==> src/rtl/vram_write_snoop.sv <==
// vram_write_snoop: watches 68000 writes that land in the Mac SE main or alt
// frame buffer and replays them as byte writes on the VRAM port. Captured words
// queue in a small FIFO. The write FSM drains it only in the vidSeq 1..5 slots,
// which leaves slot 0 free for the pixel shifter's read.
module vram_write_snoop #(
    parameter int          FIFO_DEPTH = 4,
    parameter logic [23:0] BUF_BYTES  = 24'h5580,
    parameter logic [23:0] MAIN_OFS   = 24'h5900,
    parameter logic [23:0] ALT_OFS    = 24'hD900
) (
    input  logic        pixClk,
    input  logic        reset,
    input  logic [22:0] cpuAddr,
    input  logic [15:0] cpuData,
    input  logic        ncpuAS,
    input  logic        ncpuUDS,
    input  logic        ncpuLDS,
    input  logic        cpuRnW,
    input  logic [2:0]  ramSize,
    input  logic [2:0]  vidSeq,
    output logic [14:0] vramAddr,
    output logic [7:0]  vramDataOut,
    output logic        vramDataOE,
    output logic        nvramWE,
    output logic        nvramCE0,
    output logic        nvramCE1,
    output logic        wrBusy,
    output logic        fifoOvf
);

    localparam int PW = $clog2(FIFO_DEPTH);

    typedef struct packed {
        logic        sel;
        logic [13:0] off;
        logic [15:0] data;
        logic        ue;
        logic        le;
    } entry_t;

    typedef enum logic [1:0] {IDLE, SETUP, STROBE, HOLD} state_t;

    logic [1:0]  as_sync, uds_sync, lds_sync, rnw_sync;
    logic        as_s, uds_s, lds_s, rnw_s;
    logic        armed, capture;
    logic [23:0] byte_addr, ram_top, main_rel, alt_rel;
    logic        main_hit, alt_hit, push_req, push_ok, pop;
    entry_t      new_entry, head;
    entry_t      mem [FIFO_DEPTH];
    logic [PW-1:0] wr_ptr, rd_ptr;
    logic [PW:0]   count;
    logic        full, empty;
    state_t      state, next_state;
    logic        upper_done, cur_lower, last_byte, start_lower, vid_ok;
    logic        oe_d, we_d, ce0_d, ce1_d;
    logic [14:0] addr_d;
    logic [7:0]  data_d;

    assign as_s  = as_sync[1];
    assign uds_s = uds_sync[1];
    assign lds_s = lds_sync[1];
    assign rnw_s = rnw_sync[1];

    // Two-flop synchronisers for the asynchronous bus strobes (idle level is high)
    always_ff @(negedge pixClk or posedge reset) begin
        if (reset) begin
            as_sync  <= 2'b11;
            uds_sync <= 2'b11;
            lds_sync <= 2'b11;
            rnw_sync <= 2'b11;
        end else begin
            as_sync  <= {as_sync[0], ncpuAS};
            uds_sync <= {uds_sync[0], ncpuUDS};
            lds_sync <= {lds_sync[0], ncpuLDS};
            rnw_sync <= {rnw_sync[0], cpuRnW};
        end
    end

    assign capture = armed & ~as_s & ~rnw_s & (~uds_s | ~lds_s);

    // Arm between bus cycles so a long strobe produces a single capture
    always_ff @(negedge pixClk or posedge reset) begin
        if (reset)
            armed <= 1'b0;
        else if (capture)
            armed <= 1'b0;
        else if (as_s)
            armed <= 1'b1;
    end

    // Frame buffer decode; a wrapped subtraction also rejects addresses below the base
    always_comb begin
        case (ramSize)
            3'd0:    ram_top = 24'h100000;
            3'd1:    ram_top = 24'h200000;
            3'd2:    ram_top = 24'h280000;
            default: ram_top = 24'h400000;
        endcase
        byte_addr = {cpuAddr, 1'b0};
        main_rel  = byte_addr - (ram_top - MAIN_OFS);
        alt_rel   = byte_addr - (ram_top - ALT_OFS);
        main_hit  = main_rel < BUF_BYTES;
        alt_hit   = alt_rel < BUF_BYTES;
        new_entry.sel  = ~main_hit;
        new_entry.off  = main_hit ? main_rel[14:1] : alt_rel[14:1];
        new_entry.data = cpuData;
        new_entry.ue   = ~uds_s;
        new_entry.le   = ~lds_s;
    end

    assign full     = (count == (PW+1)'(FIFO_DEPTH));
    assign empty    = (count == '0);
    assign push_req = capture & (main_hit | alt_hit);
    assign push_ok  = push_req & (~full | pop);
    assign head     = mem[rd_ptr];

    // FIFO storage; needs no reset because the pointers qualify every read
    always_ff @(negedge pixClk) begin
        if (push_ok)
            mem[wr_ptr] <= new_entry;
    end

    // FIFO pointers, occupancy and the sticky overflow flag
    always_ff @(negedge pixClk or posedge reset) begin
        if (reset) begin
            wr_ptr  <= '0;
            rd_ptr  <= '0;
            count   <= '0;
            fifoOvf <= 1'b0;
        end else begin
            if (push_ok)
                wr_ptr <= wr_ptr + PW'(1);
            if (pop)
                rd_ptr <= rd_ptr + PW'(1);
            if (push_ok && !pop)
                count <= count + (PW+1)'(1);
            else if (pop && !push_ok)
                count <= count - (PW+1)'(1);
            if (push_req && !push_ok)
                fifoOvf <= 1'b1;
        end
    end

    assign vid_ok    = (vidSeq >= 3'd1) && (vidSeq <= 3'd5);
    assign cur_lower = upper_done | ~head.ue;
    assign last_byte = cur_lower | ~head.le;
    assign pop       = (state == HOLD) & last_byte;

    // Write FSM state register, plus a flag recording that the upper byte is already out
    always_ff @(negedge pixClk or posedge reset) begin
        if (reset) begin
            state      <= IDLE;
            upper_done <= 1'b0;
        end else begin
            state <= next_state;
            if (state == HOLD)
                upper_done <= ~last_byte;
        end
    end

    // Next-state logic; every new byte re-checks that the write slots are open
    always_comb begin
        next_state = state;
        case (state)
            IDLE:    if (!empty && vid_ok) next_state = SETUP;
            SETUP:   next_state = STROBE;
            STROBE:  next_state = HOLD;
            HOLD:    next_state = (!last_byte && vid_ok) ? SETUP : IDLE;
            default: next_state = IDLE;
        endcase
    end

    // Output decode from the next state, so the strobes leave a flop cleanly
    always_comb begin
        start_lower = (state == HOLD) ? 1'b1 : cur_lower;
        oe_d        = (next_state != IDLE);
        we_d        = (next_state != STROBE);
        ce0_d       = ~(oe_d & ~head.sel);
        ce1_d       = ~(oe_d & head.sel);
        addr_d      = vramAddr;
        data_d      = vramDataOut;
        if (next_state == SETUP) begin
            addr_d = {head.off, start_lower};
            data_d = start_lower ? head.data[7:0] : head.data[15:8];
        end
    end

    // Registered VRAM outputs; reset releases WE and the chip selects immediately
    always_ff @(negedge pixClk or posedge reset) begin
        if (reset) begin
            vramAddr    <= '0;
            vramDataOut <= '0;
            vramDataOE  <= 1'b0;
            nvramWE     <= 1'b1;
            nvramCE0    <= 1'b1;
            nvramCE1    <= 1'b1;
        end else begin
            vramAddr    <= addr_d;
            vramDataOut <= data_d;
            vramDataOE  <= oe_d;
            nvramWE     <= we_d;
            nvramCE0    <= ce0_d;
            nvramCE1    <= ce1_d;
        end
    end

    assign wrBusy = ~empty | (state != IDLE);

endmodule

==> config.mk <==
export PLATFORM = sky130hd
export DESIGN_NAME = vram_write_snoop
export DESIGN_NICKNAME = d
export VERILOG_FILES = /design/src/rtl/vram_write_snoop.sv
export SDC_FILE = /design/constraint.sdc
export NUM_CORES = 1
export LEC_CHECK = 0
export CORE_ASPECT_RATIO = 1.25
export CORE_MARGIN = 5
export CORE_UTILIZATION = 50
export CTS_BUF_LIST = sky130_fd_sc_hd__clkbuf_4 sky130_fd_sc_hd__clkbuf_8
export DETAILED_ROUTE_END_ITERATION = 10
export HOLD_SLACK_MARGIN = 0.03
export PLACE_DENSITY_LB_ADDON = 0.25
export SLEW_MARGIN = 20
export SYNTH_ARGS = -nofsm -noshare
export SYNTH_HDL_FRONTEND = slang
export SYNTH_SLANG_ARGS = --single-unit
==> constraint.sdc <==
create_clock -name pixClk -period 7.4 [get_ports pixClk]
set_input_delay 0.74 -clock pixClk [delete_from_list [all_inputs] [get_ports pixClk]]
set_output_delay 0.74 -clock pixClk [all_outputs]
set_load 0.05 [all_outputs]
==> results of run 1 <==
## power by group through the flow
stage	Sequential [mW]	Combinational, mW	Clock [mW]
CTS	1.28	1.43	1.04
floorplan	1.53	0.707	0.116
global placement	1.29	1.35	0.116
global route	1.29	1.54	1.19
detailed placement	1.30	1.38	0.116
finish	1.28	1.43	1.06
## layer usage
metal	part of all wire (%)	global-route usage (%)	vias up
met5	0	0	-
met4	1.7	7.10	0
met3	3.9	3.89	25
met2	57	43.1	179
met1	37	25.2	3135
li1	-	-	3003
## worst max path at each step
stage / slack (ps) / depth (start not counted) / endpoint
finish: -270 / 16 / count[1]
global route: -410 / 18 / count[2]
CTS: -250 / 19 / count[2]
detailed placement: -1140 / 18 / count[2]
global placement: -1050 / 18 / count[2]
floorplan: -560 / 16 / count[1]
## flip-flops by register name (all words and copies together), names as in the netlist, 2 cells and up
| signal | flops |
|---|---|
| lds_sync | 2 |
| uds_sync | 2 |
| as_sync | 2 |
| vramAddr | 15 |
| count | 3 |
| mem | 132 |
| state | 2 |
| wr_ptr | 2 |
| rnw_sync | 2 |
| vramDataOut | 8 |
| rd_ptr | 2 |
## cells by family after synthesis
group	synth area share (%)
xor+xnor	2.54
flops	59.7
compound gates	8.54
mux	12.3
buf+inv	2.42
simple gates	8.31
fa+ha+maj	6.18
## critical path: stages
cell       delay, ps
buf_6             90
or3_4            400
ha_4             280
ha_4             200
a21o_1           200
a31o_2           230
or2_4            250
o211ai_1         170
nand4_1          170
a2111oi_4        380
a41oi_2          100
nor2_4           150
ha_4             140
inv_2             30
fa_2             410
mux2_4           280
## placed cells by master, fill, tap and decap left out, types with 5 or more instances in the layout
cell and count:
ha_1 23, nand2b_1 11, edfxtp_1 132, nand3_1 8, o211ai_1 7, and2_4 5, xnor2_1 17, ha_2 6
nor2_1 35, clkbuf_8 17, buf_12 6, dfrtn_1 36, nand2_1 20, ha_4 12, xor2_1 7, nand4_1 8
dfstp_2 11, o21ai_0 5, mux2i_1 11, inv_2 5, a21o_1 9, inv_12 6, clkdlybuf4s50_1 64, buf_4 126
mux2_2 16, inv_1 167, nor2b_1 5, mux4_2 33, a21oi_2 10, buf_6 6, a21oi_1 20
## what timing repair did
item / CTS / global route
cloned: 3 / 2
resized for setup: 106 / 18
setup buffers: 19 / 3
setup endpoints to repair: 137 / 136
pin swaps: 50 / 21
## final cells by class
cell class	instances	area [sq um]
inverters	29	109
well taps	220	275
clock inverters	158	763
flip-flops and latches	179	5150
multi-input cells	364	3660
fillers	1093	4660
clock buffers	17	234
repair buffers	223	2060
## through the flow
step / std cells / hold slack [ps]
after CTS: 1185 / 344
after detailed placement: 990 / 349
final: 1190 / 340
after global routing: 1190 / 343
after global placement: 990 / 346
after floorplan: 594 / 345
==> impl_metrics.ini, run 1 <==
[global_route]
antenna_found_initial = 0
gr-total-overflow = 0
grt_max_degree = 35
grt_pass1_vias = 6886
grt_pass1_wl_um = 35000
gr-usage-all-layers_pct = 22.5

[sta]
maxSlewViolCount = 0
setup-violations-final = 129
fin_ws_ps = -270
finClkSkew_ps = 132
fin_setup_tns_ps = -8380
rsz0062_at_grt = yes
hold_viol_final = 0
worst_slew_pin_slew_ps = 637
relSlewSlack_pct = 57.6

[power]
seqPwrFrac_pct = 34.0
power_switching_mw = 1.53
p_leak_nw = 5.25
power.density_mw_per_mm2 = 308
internal_power_mw = 2.24
power_frac_comb_pct = 38.0
p_clk_share_pct = 28.0
p_total_mw = 3.77
swShare_pct = 40.6
ir_worst_vdd_mv = 0.134

[synthesis]
synth_edf_count = 132
async_flop_share_pct = 26.3
syn_inst = 594
syn_nets = 687
synth_area_leaders = edfxtp_1, dfrtn_1, mux4_2
ys_ff_latch = 179
netlist_top_cells_count = edfxtp_1, ha_1, nor2_1
yosysSeqAreaShare_pct = 59.7
yosysWarningCount = 0
synth_top_area_share_pct = 45.9
ys_types = 66
synth.most_common_cell = edfxtp_1
synth.cell_area_sq_mm = 0.00863
synth_top_cell_by_area = edfxtp_1
avgSynthCellArea_sq_um = 14.5
yosys_most_used_dff = edfxtp_1

[die]
start_util_pct = 51.0
core_sq_mm = 0.0169
dieArea_sq_mm = 0.0200
rows = 53
die_x_um = 127
ios = 80
die_h_um = 157

[cells_and_area]
diodes = 0
synthToLayoutAreaGrowth_pct = 42.0
drive_gt1_share_pct = 33.8
final_cell_area_sq_mm = 0.0123
nNetsFinal = 1050
fin_util_pct = 72.5

[route]
wire_per_inst_um = 18.3
drt-initial-drc-count = 287
vias_per_cell = 5.33
drc = 0
vias = 6342
dr.pass1.iters = 5
ant_nets = 0
drt_wl_total_um = 21800

[worst_setup_path]
r2r_slack_ps = 4260
cp.arrival_ps = 4230
rr_endpoint = count[1]
critPathLaunch = ramSize[2]
path_class = input pin to flop
worstSetupEndpointType = flop
crit_fanout = 4
r2r_cells = 11
crit_path_start_kind = input pin
reg2reg_from = rd_ptr[1]
required_ps = 3960

[run_status]
status = finished, violations left
violations = negative setup slack

[placement]
placed_area_sq_mm = 0.0106
dp_slack_ps = -1140
dp_hpwl_um = 14200
port_buffers = 79
gp_congestion = 0.860

[clocking]
h-tree-depth = 4
cts_tree = done
holdBufCountCts = 0
clkTransAtPathRegs_ps = 70
clk_latency_ps = 530
cts_max_path_buffers = 2
cts.sinks = 179
numCtsBuffers = 17
clockRootBuffer = clkbuf_8

[hold_path]
hold_path_startpoint = uds_sync[0]
holdCritPathClass = flop to flop
min_to = uds_sync[1]
hold_path_depth = 0

[run]
max_cap_viol_count = 0
No activity file was read; power rests on OpenSTA's default activity.
==> run 2: changes to the inputs <==
--- a/config.mk
+++ b/config.mk
@@ -12,6 +12,7 @@
 export DETAILED_ROUTE_END_ITERATION = 10
 export HOLD_SLACK_MARGIN = 0.03
 export PLACE_DENSITY_LB_ADDON = 0.25
+export SKIP_LAST_GASP = 1
 export SLEW_MARGIN = 20
 export SYNTH_ARGS = -nofsm -noshare
 export SYNTH_HDL_FRONTEND = slang
==> results of run 2 <==
Same layout as run 1: the final DEF is identical, and so are final timing and power.
